$ cat config.mk
export PLATFORM = sky130hd
export DESIGN_NAME = arc4_encrypt
export DESIGN_NICKNAME = d
export VERILOG_FILES = /design/src/rtl/arc4_encrypt.sv
export SDC_FILE = /design/constraint.sdc
export NUM_CORES = 1
export LEC_CHECK = 0
export ABC_AREA = 1
export BUFFER_PORTS_ARGS = -buffer_cell sky130_fd_sc_hd__buf_2
export CAP_MARGIN = 20
export CORE_ASPECT_RATIO = 0.9
export CORE_UTILIZATION = 28
export DETAILED_ROUTE_END_ITERATION = 16
export GPL_TIMING_DRIVEN = 0
export HOLD_SLACK_MARGIN = 0.08
export PLACE_DENSITY_LB_ADDON = 0.08
export RECOVER_POWER = 25
export SLEW_MARGIN = 20
export SYNTH_ARGS = -nofsm -noshare
export SYNTH_HDL_FRONTEND = slang
export SYNTH_SLANG_ARGS = --single-unit
$ cat constraint.sdc
create_clock -name CLOCK_50 -period 4.55 [get_ports CLOCK_50]
set_clock_uncertainty 0.1 [all_clocks]
set_input_delay 0.91 -clock CLOCK_50 [delete_from_list [all_inputs] [get_ports CLOCK_50]]
set_output_delay 0.91 -clock CLOCK_50 [all_outputs]
set_load 0.1 [all_outputs]
$ cat src/rtl/arc4_encrypt.sv
// ARC4 encryptor: length-prefixed pt_mem -> ct_mem via external S RAM; en/rdy start handshake.
// Define ARC4_DROP_EN to discard the first 256 keystream bytes (RC4-drop[256]).
`timescale 1ns/1ps
module arc4_encrypt #(
   parameter int KEYLEN = 3
) (
   input  logic        CLOCK_50,
   input  logic        rst_n,
   input  logic        en,
   output logic        rdy,
   input  logic [23:0] key,
   output logic [7:0]  pt_addr,
   input  logic [7:0]  pt_rddata,
   output logic [7:0]  ct_addr,
   output logic [7:0]  ct_wrdata,
   output logic        ct_wren,
   output logic [7:0]  s_addr,
   input  logic [7:0]  s_rddata,
   output logic [7:0]  s_wrdata,
   output logic        s_wren
);

   typedef enum logic [4:0] {
      ST_IDLE, ST_INIT,
      ST_K0, ST_K1, ST_K2, ST_K3, ST_K4,
      ST_L0, ST_L1, ST_L2,
      ST_P0, ST_P1, ST_P2, ST_P3, ST_P4, ST_P5, ST_P6, ST_P7,
      ST_DONE
   } state_t;

   localparam logic [1:0] KIDX_LAST = 2'(KEYLEN - 1);

   state_t      state_q, state_d;
   logic [7:0]  i_q, i_d, j_q, j_d, k_q, k_d, len_q, len_d;
   logic [7:0]  si_q, si_d, sj_q, sj_d, pt_q, pt_d;
   logic [1:0]  kidx_q, kidx_d;
   logic [23:0] key_q, key_d;
   logic [7:0]  s_addr_q, s_addr_d, s_wrdata_q, s_wrdata_d;
   logic        s_wren_q, s_wren_d;
   logic [7:0]  pt_addr_q, pt_addr_d, ct_addr_q, ct_addr_d, ct_wrdata_q, ct_wrdata_d;
   logic        ct_wren_q, ct_wren_d;
   logic [7:0]  kbyte, j_ksa, j_prga;
`ifdef ARC4_DROP_EN
   logic        drop_q, drop_d;
   logic [7:0]  dcnt_q, dcnt_d;
`endif

   always_comb begin
      case (kidx_q)
         2'd0:    kbyte = key_q[23:16];
         2'd1:    kbyte = key_q[15:8];
         default: kbyte = key_q[7:0];
      endcase
   end

   assign j_ksa  = j_q + s_rddata + kbyte;
   assign j_prga = j_q + s_rddata;

   // Outputs are registered, so a read issued in state X returns data in state X+2.
   always_comb begin
      state_d     = state_q;
      i_d         = i_q;
      j_d         = j_q;
      k_d         = k_q;
      len_d       = len_q;
      si_d        = si_q;
      sj_d        = sj_q;
      pt_d        = pt_q;
      kidx_d      = kidx_q;
      key_d       = key_q;
      s_addr_d    = s_addr_q;
      s_wrdata_d  = s_wrdata_q;
      s_wren_d    = 1'b0;
      pt_addr_d   = pt_addr_q;
      ct_addr_d   = ct_addr_q;
      ct_wrdata_d = ct_wrdata_q;
      ct_wren_d   = 1'b0;
`ifdef ARC4_DROP_EN
      drop_d      = drop_q;
      dcnt_d      = dcnt_q;
`endif
      case (state_q)
         ST_IDLE: begin
            if (en) begin
               key_d   = key;
               i_d     = 8'd0;
               j_d     = 8'd0;
               k_d     = 8'd0;
               state_d = ST_INIT;
            end
         end
         ST_INIT: begin
            s_addr_d   = i_q;
            s_wrdata_d = i_q;
            s_wren_d   = 1'b1;
            i_d        = i_q + 8'd1;
            if (i_q == 8'hff) begin
               j_d     = 8'd0;
               kidx_d  = 2'd0;
               state_d = ST_K0;
            end
         end
         ST_K0: begin
            s_addr_d = i_q;
            state_d  = ST_K1;
         end
         ST_K1: state_d = ST_K2;
         ST_K2: begin
            si_d     = s_rddata;
            j_d      = j_ksa;
            s_addr_d = j_ksa;
            state_d  = ST_K3;
         end
         // S[j] is written before S[i]; the read of old S[j] lands in the RAM first.
         ST_K3: begin
            s_addr_d   = j_q;
            s_wrdata_d = si_q;
            s_wren_d   = 1'b1;
            state_d    = ST_K4;
         end
         ST_K4: begin
            s_addr_d   = i_q;
            s_wrdata_d = s_rddata;
            s_wren_d   = 1'b1;
            i_d        = i_q + 8'd1;
            kidx_d     = (kidx_q == KIDX_LAST) ? 2'd0 : kidx_q + 2'd1;
            state_d    = (i_q == 8'hff) ? ST_L0 : ST_K0;
         end
         ST_L0: begin
            pt_addr_d = 8'd0;
            state_d   = ST_L1;
         end
         ST_L1: state_d = ST_L2;
         ST_L2: begin
            len_d       = pt_rddata;
            ct_addr_d   = 8'd0;
            ct_wrdata_d = pt_rddata;
            ct_wren_d   = 1'b1;
            i_d         = 8'd0;
            j_d         = 8'd0;
            k_d         = 8'd1;
`ifdef ARC4_DROP_EN
            drop_d      = 1'b1;
            dcnt_d      = 8'd0;
`endif
            state_d     = (pt_rddata == 8'd0) ? ST_DONE : ST_P0;
         end
         ST_P0: begin
            i_d      = i_q + 8'd1;
            s_addr_d = i_q + 8'd1;
`ifdef ARC4_DROP_EN
            if (!drop_q) pt_addr_d = k_q;
`else
            pt_addr_d = k_q;
`endif
            state_d  = ST_P1;
         end
         ST_P1: state_d = ST_P2;
         ST_P2: begin
            si_d     = s_rddata;
            pt_d     = pt_rddata;
            j_d      = j_prga;
            s_addr_d = j_prga;
            state_d  = ST_P3;
         end
         ST_P3: begin
            s_addr_d   = j_q;
            s_wrdata_d = si_q;
            s_wren_d   = 1'b1;
            state_d    = ST_P4;
         end
         ST_P4: begin
            sj_d       = s_rddata;
            s_addr_d   = i_q;
            s_wrdata_d = s_rddata;
            s_wren_d   = 1'b1;
            state_d    = ST_P5;
         end
         ST_P5: begin
            s_addr_d = si_q + sj_q;
            state_d  = ST_P6;
         end
         ST_P6: state_d = ST_P7;
         ST_P7: begin
`ifdef ARC4_DROP_EN
            if (drop_q) begin
               if (dcnt_q == 8'hff) drop_d = 1'b0;
               dcnt_d  = dcnt_q + 8'd1;
               state_d = ST_P0;
            end else begin
`else
            begin
`endif
               ct_addr_d   = k_q;
               ct_wrdata_d = pt_q ^ s_rddata;
               ct_wren_d   = 1'b1;
               if (k_q == len_q) begin
                  state_d = ST_DONE;
               end else begin
                  k_d     = k_q + 8'd1;
                  state_d = ST_P0;
               end
            end
         end
         ST_DONE: state_d = ST_IDLE;
         default: state_d = ST_IDLE;
      endcase
   end

   always_ff @(posedge CLOCK_50 or negedge rst_n) begin
      if (!rst_n) begin
         state_q     <= ST_IDLE;
         i_q         <= 8'd0;
         j_q         <= 8'd0;
         k_q         <= 8'd0;
         len_q       <= 8'd0;
         si_q        <= 8'd0;
         sj_q        <= 8'd0;
         pt_q        <= 8'd0;
         kidx_q      <= 2'd0;
         key_q       <= 24'd0;
         s_addr_q    <= 8'd0;
         s_wrdata_q  <= 8'd0;
         s_wren_q    <= 1'b0;
         pt_addr_q   <= 8'd0;
         ct_addr_q   <= 8'd0;
         ct_wrdata_q <= 8'd0;
         ct_wren_q   <= 1'b0;
`ifdef ARC4_DROP_EN
         drop_q      <= 1'b0;
         dcnt_q      <= 8'd0;
`endif
      end else begin
         state_q     <= state_d;
         i_q         <= i_d;
         j_q         <= j_d;
         k_q         <= k_d;
         len_q       <= len_d;
         si_q        <= si_d;
         sj_q        <= sj_d;
         pt_q        <= pt_d;
         kidx_q      <= kidx_d;
         key_q       <= key_d;
         s_addr_q    <= s_addr_d;
         s_wrdata_q  <= s_wrdata_d;
         s_wren_q    <= s_wren_d;
         pt_addr_q   <= pt_addr_d;
         ct_addr_q   <= ct_addr_d;
         ct_wrdata_q <= ct_wrdata_d;
         ct_wren_q   <= ct_wren_d;
`ifdef ARC4_DROP_EN
         drop_q      <= drop_d;
         dcnt_q      <= dcnt_d;
`endif
      end
   end

   assign rdy       = (state_q == ST_IDLE);
   assign s_addr    = s_addr_q;
   assign s_wrdata  = s_wrdata_q;
   assign s_wren    = s_wren_q;
   assign pt_addr   = pt_addr_q;
   assign ct_addr   = ct_addr_q;
   assign ct_wrdata = ct_wrdata_q;
   assign ct_wren   = ct_wren_q;

endmodule

==> qor.csv, run 1 <==
metric,value,unit
dieArea,25900,um^2
setup_viol,0,
synth_xor_area_share,3.09,%
path_cells,buf_2 -> ha_1 -> inv_1 -> o21bai_1 -> a31oi_1 -> or2_2 -> nand2_1 -> inv_1 -> ha_1 -> nand2_1 -> nand2_1 -> nand3_1 -> nand3_1 -> inv_1 -> nand3_1 -> nand3_1 -> nand2_1 -> nand2_1 -> nand2_1,
cts.sinks,129,
cts_setup_buffers,0,
path_common_cell,nand2_1,
hold_buffers,0,
synth-compound-area-share,12.5,%
fmax,320,MHz
area_delta_synth_final,20.7,%
io_pins,86,
violations,"capacitance limit, slew limit",
cts_root_buf,clkbuf_16,
r2r-end,s_addr[6],
grt_max_degree,73,
antennaDiodeCount,0,
synthAdderAreaFrac,4.91,%
cp.required,4.77,ns
holdPathStages,2,
r2r_slack,1.67,ns
max_slew.worst_pin.slew,1.94,ns
cp_num_buf_inv,4,
synth_cell_types,50,
synth.avg_cell_area,8.39,um^2
via_per_inst,4.62,
drc,0,
period_share,68.6,%
max-cap-violations,1,
synth_simple_gate_area_share,23.2,%
top_register,key_q,
ys_seq_elements,129,
synthFlopType,dfrtp_1,
final_nets,1018,
fillers,2608,
dp_hpwl,16500,um
initial_core_util,28.9,%
hold_viol_final,0,
rsz0062_at_grt,no,
synth_cells,844,
core_area,24500,um^2
r2r_start,kidx_q[1],
antenna_found_initial,0,
max-vdd-ir-drop,0.000296,V
crit_type,primary input to flop,
arrival,3.34,ns
holdPathEnd,s_addr[6],
cp_top_family,simple AND/OR/NAND/NOR gates,
syn_area,7080,um^2
ys.warnings.count,0,
synthArstFlopShare,100,%
largest_reg_flops,24,
cp_slowest_cell,ha_1,
cts-htree-levels,4,
tns,0,ns
status,finished with violations,
drive_gt1_share,19.4,%
clk_pin_slew,0.06,ns
relSlewSlack,-29.2,%
track_usage,17.3,%
cp_slowest_stage_delay,0.35,ns
critPathLaunchType,primary input,
fp.dieW,170,um
muxShareOfSynthArea,3.48,%
drt_wl_total,21300,um
seq_area,3230,um^2
yosysSeqAreaShare,45.6,%
gp_congestion,0.833,
hold_class,flop to flop,
crit_start,s_rddata[3],
ant_nets,0,
die_h,153,um
numCtsBuffers,17,
drt-wirelength-per-cell,16.4,um
synth_fp_nets,913,
multi_input_area,3340,um^2
drt-initial-drc-count,319,
grt_pass1_wl,34100,um
cp-end-kind,flop,
cts_buffer_depth,2,
num_rows,54,
port_buffers,85,
fin_crit,3.12,ns
critPathMaxFanout,6,
insertion_delay,0.43,ns
synth-edff-count,0,
maxSlewViolCount,72,
drtPass1Iterations,5,
place_area,7960,um^2
cts_tree,yes,
ctsResizeCount,0,
ff2ff_path_depth,16,
synth_top_family_by_area,simple AND/OR/NAND/NOR gates,
grt_pass1_vias,5908,
p_leak,4.18,nW
stdcell_area,8540,um^2
vias,5996,
hp-start,s_addr[6],
power.density,813,nW/um^2
overflow,0,
-- where the power goes --
group	internal, W	switching, W
Combinational	0.00106	0.00259
Clock	0.000833	0.000580
Sequential	0.00159	0.000296
-- cell type report --
class | instances | area share, %
Multi-Input combinational cell | 586 | 39.1
Tap cell | 336 | 4.92
Clock buffer | 19 | 5.18
Clock inverter | 13 | 1.76
Inverter | 111 | 4.88
Buffer | 18 | 1.11
Sequential cell | 129 | 37.8
Timing Repair Buffer | 86 | 5.30
-- how the worst max path moves through the flow --
stage | endpoint | slack (ns) | depth (start not counted)
floorplan | s_addr[6] | 1.52 | 15
global route | s_addr[7] | 1.20 | 19
CTS | s_addr[7] | 1.45 | 19
global placement | key_q[23] | 0.45 | 1
finish | s_addr[7] | 1.43 | 19
detailed placement | s_addr[7] | 1.00 | 19
-- synthesized netlist by cell type (4+ instances only) --
library cell	count	area [um^2]
a21oi_1	23	115
nand2_4	5	56.3
a31oi_1	5	31.3
nor2_2	10	62.6
mux2_2	18	203
nand3_1	57	285
nor2_1	51	191
clkbuf_1	8	30.0
ha_1	23	288
o21ai_0	61	305
inv_1	96	360
nor3_1	6	30.0
a41oi_1	8	70.1
nand4_1	17	106
o2111ai_1	4	35.0
buf_2	7	35.0
dfrtp_1	129	3230
xor2_1	22	193
nand2_1	206	773
o21ai_1	6	30.0
o22ai_1	21	131
inv_2	14	52.6
-- cells in the final DEF, fill, tap and decap left out, types with 4 or more instances in the layout --
master / instances
nor3_1: 6
mux2_2: 18
nand3_1: 57
a41oi_1: 8
inv_2: 14
clkinvlp_4: 4
nor2_2: 10
a31oi_1: 5
clkbuf_16: 17
a21oi_1: 23
o2111ai_1: 4
nand2_4: 5
nand4_1: 17
o21ai_0: 61
inv_1: 96
clkbuf_1: 9
xor2_1: 22
ha_1: 23
nand2_1: 206
dfrtp_1: 129
o22ai_1: 21
nor2_1: 51
buf_2: 91
inv_6: 5
o21ai_1: 6
-- worst reg2reg max path: cells and delay by family (launching register included) --
kind,cells,cell delay [ns]
buffers and inverters,2,0.33
adders and majority gates,1,0.45
and+or+nand+nor,11,1.20
AOI/OAI and AO/OA,2,0.26
DFF,1,0.44
-- per-layer routing --
metal	vias to the layer above	GRT usage, %	part of all wire, %
met4	0	4.16	0.90
met2	139	24.6	42
met5	-	0	0
met3	18	3.34	4.2
li1	3012	-	-
met1	2827	26.6	53
-- cell families (layout without fill, tap and decap cells) --
| logic type | Yosys count | after routing |
|---|---|---|
| compound gates | 147 | 147 |
| xor+xnor | 25 | 25 |
| fa+ha+maj | 26 | 26 |
| buf+inv | 129 | 247 |
| flops | 129 | 129 |
| mux | 22 | 22 |
| simple gates | 366 | 366 |
-- stage by stage --
step,hold WS [ns],worst slack (ns),std cells,total power (W),util (%)
final,0.376,1.43,1298,0.00695,34.8
after global placement,0.366,0.451,1265,0.00558,32.3
after global routing,0.404,1.20,1298,0.00749,34.8
after CTS,0.358,1.45,1298,0.00703,34.9
after floorplan,0.357,1.52,844,0.00470,-
after detailed placement,0.364,1.00,1266,0.00558,32.5
Power figures use the tool's default switching activity.
==> run 2, diff against run 1 <==
--- a/config.mk
+++ b/config.mk
@@ -5,7 +5,7 @@
 export SDC_FILE = /design/constraint.sdc
 export NUM_CORES = 1
 export LEC_CHECK = 0
-export ABC_AREA = 1
+export ABC_AREA = 0
 export BUFFER_PORTS_ARGS = -buffer_cell sky130_fd_sc_hd__buf_2
 export CAP_MARGIN = 20
 export CORE_ASPECT_RATIO = 0.9
==> constraint.sdc (replaced) <==
create_clock -name CLOCK_50 -period 3.3 [get_ports CLOCK_50]
set_clock_uncertainty 0.1 [all_clocks]
set_input_delay 0.66 -clock CLOCK_50 [delete_from_list [all_inputs] [get_ports CLOCK_50]]
set_output_delay 0.66 -clock CLOCK_50 [all_outputs]
set_load 0.1 [all_outputs]
==> qor.csv, run 2 <==
metric,value,unit
layoutNonFillerInstCount,1133,
hold_viol_final,0,
final_cell_mix,"dfrtp_1, nand2_1, buf_2",
stdcell_area,8390,um^2
critPathLaunchType,primary input,
final_nets,881,
hold_class,primary input to flop,
synth_cell_types,58,
cp.required,3.54,ns
power,0.0102,W
drt-wirelength-per-cell,18.9,um
drtPass1Iterations,5,
cp_top_family,adder cells,
cp_num_buf_inv,1,
synthFlopType,dfrtp_1,
via_per_inst,5.07,
vias,5748,
place_area,7800,um^2
setup_viol,0,
dp_hpwl,16000,um
drive_gt1_share,23.2,%
max_slew.worst_pin.slew,1.26,ns
synth.most_common_cell,dfrtp_1,
clk_pin_slew,0.06,ns
max-cap-violations,0,
crit_type,primary input to flop,
synth_cells,706,
cts_setup_buffers,0,
arrival,3.32,ns
period_share,93.5,%
ys_top_cells_by_area,"dfrtp_1, mux2_2, nand2_1, ha_1, xor2_1",
gp_congestion,0.847,
cts.sinks,129,
yosysSeqAreaShare,46.5,%
largest_reg_flops,24,
ys_seq_elements,129,
overflow,0,
synthArstFlopShare,100,%
synth_top_area_cell,dfrtp_1,
grt_pass1_vias,5844,
area_delta_synth_final,20.8,%
relSlewSlack,15.9,%
drt-initial-drc-count,351,
fp.dieW,168,um
numCtsBuffers,17,
grt_pass1_wl,33600,um
maxSlewViolCount,0,
port_buffers,85,
critPathMaxFanout,5,
track_usage,17.7,%
antennaDiodeCount,0,
top_register,key_q,
final_common_cell,dfrtp_1,
fin_ws,0.215,ns
tns,0,ns
cp_slowest_cell,fa_1,
cts_buffer_depth,2,
cts_tree,yes,
syn_area,6950,um^2
cp_slowest_stage_delay,0.43,ns
max-vdd-ir-drop,0.000471,V
cp-end-kind,flop,
synth.avg_cell_area,9.84,um^2
ant_nets,0,
die_h,151,um
synth_top_area_share,46.5,%
fin_crit,3.09,ns
grt_max_degree,82,
cts_root_buf,clkbuf_16,
p_leak,3.87,nW
core_area,24300,um^2
drt_wl_total,21400,um
initial_core_util,28.6,%
synth_commonest_cells,"dfrtp_1, nand2_1, nor2_1",
power.density,1220,nW/um^2
io_pins,86,
synth-edff-count,0,
fmax,324,MHz
path_cells,buf_2 -> ha_1 -> fa_1 -> a21o_1 -> a21oi_1 -> xnor2_1 -> ha_1 -> a21oi_1 -> o21ai_0 -> xnor2_1 -> nand2_1 -> a32oi_1,
dieArea,25400,um^2
place_ws,-0.287,ns
status,"complete, no violations",
dpl.cell_count,1100,
drc,0,
insertion_delay,0.43,ns
ys.warnings.count,0,
antenna_found_initial,1,
cts-htree-levels,4,
num_rows,54,
rsz0062_at_grt,yes,
synth_fp_nets,775,
## run 2: changes by cell type after synthesis, moves of 20 or more
cell and change:
inv_1 -87, mux2_2 +23, nand3_1 -42, a22o_1 +20, nand2_1 -84, o22ai_1 -20, o21ai_0 -21
## run 2: worst reg2reg max path, stage by stage (launching register included)
cell and delay, ns:
dfrtp_1 0.40, ha_1 0.23, fa_1 0.43, a21o_1 0.18, a21oi_1 0.22, xnor2_1 0.23, ha_1 0.34, a21oi_1 0.24
o21ai_0 0.14, xnor2_1 0.17, nand2_1 0.11, a32oi_1 0.20
## run 2: final cells by class
type | count | area (um^2)
Tap cell | 308 | 385
Fill cell | 2513 | 15900
Timing Repair Buffer | 87 | 443
Sequential cell | 129 | 3230
Clock buffer | 18 | 439
Buffer | 35 | 155
Inverter | 9 | 33.8
Clock inverter | 14 | 169
Multi-Input combinational cell | 533 | 3540
## run 2: cell families (layout without fill, tap and decap cells)
| family | count (synthesis) | count (layout) | synth area share [%] |
|---|---|---|---|
| compound gates | 175 | 175 | 16.9 |
| xor+xnor | 41 | 41 | 5.17 |
| fa+ha+maj | 26 | 26 | 5.01 |
| buf+inv | 44 | 163 | 2.70 |
| flops | 129 | 129 | 46.5 |
| mux | 52 | 52 | 8.23 |
| simple gates | 239 | 239 | 15.6 |
## run 2: metrics by stage
step | utilization, % | hold WS [ns]
after floorplan | - | 0.264
after detailed placement | 32.1 | 0.377
final | 34.5 | 0.355
after global placement | 31.9 | 0.377
after global routing | 34.5 | 0.344
after CTS | 34.6 | 0.344
## run 2: worst paths after layout
check                       startpoint          to  slack (ns)  cells after the start
hold reg to reg             ct_addr[5]  ct_addr[5]        0.39                      1
max in group asynchronous        rst_n      j_q[5]        0.45                      3
setup reg to reg                j_q[0]   s_addr[7]        0.22                     11
setup / recovery           s_rddata[0]   s_addr[7]        0.21                     12
hold / removal                 key[12]   key_q[12]        0.35                      2
min in group asynchronous        rst_n  ct_addr[4]        0.93                      2
## run 2: where the power goes
group          switching [W]  internal, W
Sequential          0.000455      0.00222
Clock               0.000820      0.00116
Combinational        0.00374      0.00183
## run 2: routing by layer
layer  vias up  wire, um  part of all wire, %  global-route usage [%]
met5         -        13                0.061                       0
met4         2       293                  1.4                    5.32
met3        22       808                  3.8                    3.42
met2       129      9920                   46                    28.5
met1      2849     10400                   49                    24.1
li1       2746         -                    -                       -
## run 2: timing repair
action | 4_1_cts | 5_1_grt
hold endpoints to repair | 48 | 0
hold buffers | 1 | 0
setup endpoints to repair | 0 | 5
gates resized for setup | 0 | 3
==> run 3, diff against run 2 <==
--- a/config.mk
+++ b/config.mk
@@ -15,6 +15,7 @@
 export HOLD_SLACK_MARGIN = 0.08
 export PLACE_DENSITY_LB_ADDON = 0.08
 export RECOVER_POWER = 25
+export REMOVE_ABC_BUFFERS = 1
 export SLEW_MARGIN = 20
 export SYNTH_ARGS = -nofsm -noshare
 export SYNTH_HDL_FRONTEND = slang
==> qor.csv, run 3 (synthesized netlist as in run 2, its figures left out) <==
metric,value,unit
status,finished with violations,
violations,"capacitance limit, slew limit",
dpl.cell_count,1066,
crit_type,flop to flop,
r2r_slack,0.19,ns
port_buffers,85,
relSlewSlack,-43.9,%
dp_hpwl,14700,um
arrival,3.32,ns
grt_pass1_vias,5727,
critPathLaunchType,flop,
final_common_cell,dfrtp_1,
cts_tree,yes,
initial_core_util,28.6,%
drt_wl_total,20400,um
antennaDiodeCount,0,
clk_pin_slew,0.06,ns
track_usage,16.9,%
critPathMaxFanout,21,
die_h,151,um
cp-end-kind,flop,
r2r-end,sj_q[7],
final_nets,848,
drt-wirelength-per-cell,18.6,um
holdPathStages,3,
layoutNonFillerInstCount,1100,
io_pins,86,
hold_viol_final,0,
hp-start,pt_rddata[4],
post-route-util,33.9,%
num_rows,54,
area_delta_synth_final,18.8,%
path_cells,nand2_2 -> nor3_2 -> nand2_1 -> mux2_2,
drtPass1Iterations,5,
dieArea,25400,um^2
largest_reg_flops,24,
cp_slowest_cell,nor3_2,
gp_congestion,0.775,
ff2ff_path_depth,4,
rsz0062_at_grt,no,
fin_crit,3.11,ns
core_area,24300,um^2
via_per_inst,5.12,
cts.sinks,129,
r2r_start,state_q[2],
drc,0,
p_leak,3.77,nW
max_slew.worst_pin.slew,2.16,ns
final_cell_mix,"dfrtp_1, nand2_1, buf_2",
maxSlewViolCount,37,
cts_root_buf,clkbuf_16,
vias,5634,
cts-htree-levels,4,
period_share,94.2,%
holdPathEnd,pt_q[4],
ant_nets,0,
max-cap-violations,1,
drt-initial-drc-count,376,
setup_viol,0,
power.density,1210,nW/um^2
grt_max_degree,94,
drive_gt1_share,22.7,%
fp.dieW,168,um
hold_class,primary input to flop,
max-vdd-ir-drop,0.000325,V
grt_pass1_wl,32500,um
antenna_found_initial,0,
top_register,key_q,
insertion_delay,0.43,ns
cp_slowest_stage_delay,0.84,ns
cts_buffer_depth,2,
numCtsBuffers,17,
fmax,322,MHz
cp.required,3.51,ns
overflow,0,
-- run 3: cell types whose count changed in the layout (fill, tap and decap cells not counted), moves of 2 or more --
cell	before	now
inv_8	3	1
clkbuf_1	16	1
inv_6	5	7
buf_1	2	0
buf_2	99	84
clkbuf_2	2	0
-- run 3: power breakdown --
part | internal (W) | leakage [nW] | total (W) | switching [W]
clock network | 0.00106 | 0.274 | 0.00188 | 0.000824
registers | 0.00221 | 1.63 | 0.00285 | 0.000635
logic | 0.00179 | 1.87 | 0.00525 | 0.00346
-- run 3: worst max-delay path by stage --
stage                 from        end  slack, ns  cells past startpoint
2_1_floorplan   state_q[4]   key_q[0]       0.27                      4
3_3_place_gp         rst_n    si_q[1]      -0.39                      1
3_5_place_dp   s_rddata[0]  s_addr[7]      -0.35                     12
4_1_cts        s_rddata[0]  s_addr[7]       0.06                     12
5_1_grt         state_q[2]    sj_q[1]     0.0007                      4
6_report        state_q[2]    sj_q[7]       0.19                      4
-- run 3: area by class of cell --
cell class / count / area, um^2
fill: 2497 / 16100
multi-input combinational: 533 / 3560
sequential: 129 / 3230
timing repair buffer: 89 / 477
clock buffer: 17 / 425
tap: 308 / 385
clock inverter: 15 / 148
inverter: 9 / 33.8
-- run 3: metal layers --
layer | share of wire (%) | GRT usage (%) | wire [um] | up-vias
li1 | - | - | - | 2676
met1 | 48 | 22.2 | 9770 | 2809
met2 | 47 | 27.4 | 9510 | 130
met3 | 4.3 | 4.18 | 871 | 19
met4 | 1.4 | 5.23 | 288 | 0
met5 | 0 | 0 | 0 | -
-- run 3: stage by stage --
stage	TNS [ns]	hold slack [ns]	total power [W]	cell area (um^2)	setup slack (ns)
after global routing	0	0.347	0.0107	8250	0.000742
after floorplan	0	0.264	0.00677	6790	0.270
final	0	0.368	0.00998	8250	0.192
after detailed placement	-1.74	0.385	0.00809	7650	-0.351
after CTS	0	0.350	0.0100	8240	0.0631
after global placement	-49.06	0.377	0.00800	7600	-0.386
-- run 3: repair_timing --
item	in CTS	in global routing
endpoints found under the hold margin	36	0
hold buffers	1	0
cloned	0	0
pin swaps	0	3
endpoints found under the setup margin	5	41
gates resized for setup	1	6
setup buffers	0	1
-- run 3: worst max-delay path, delay by kind of cell (launching register included) --
family	cells	cell delay [ns]
and+or+nand+nor	3	1.64
DFF	1	0.82
muxes	1	0.42
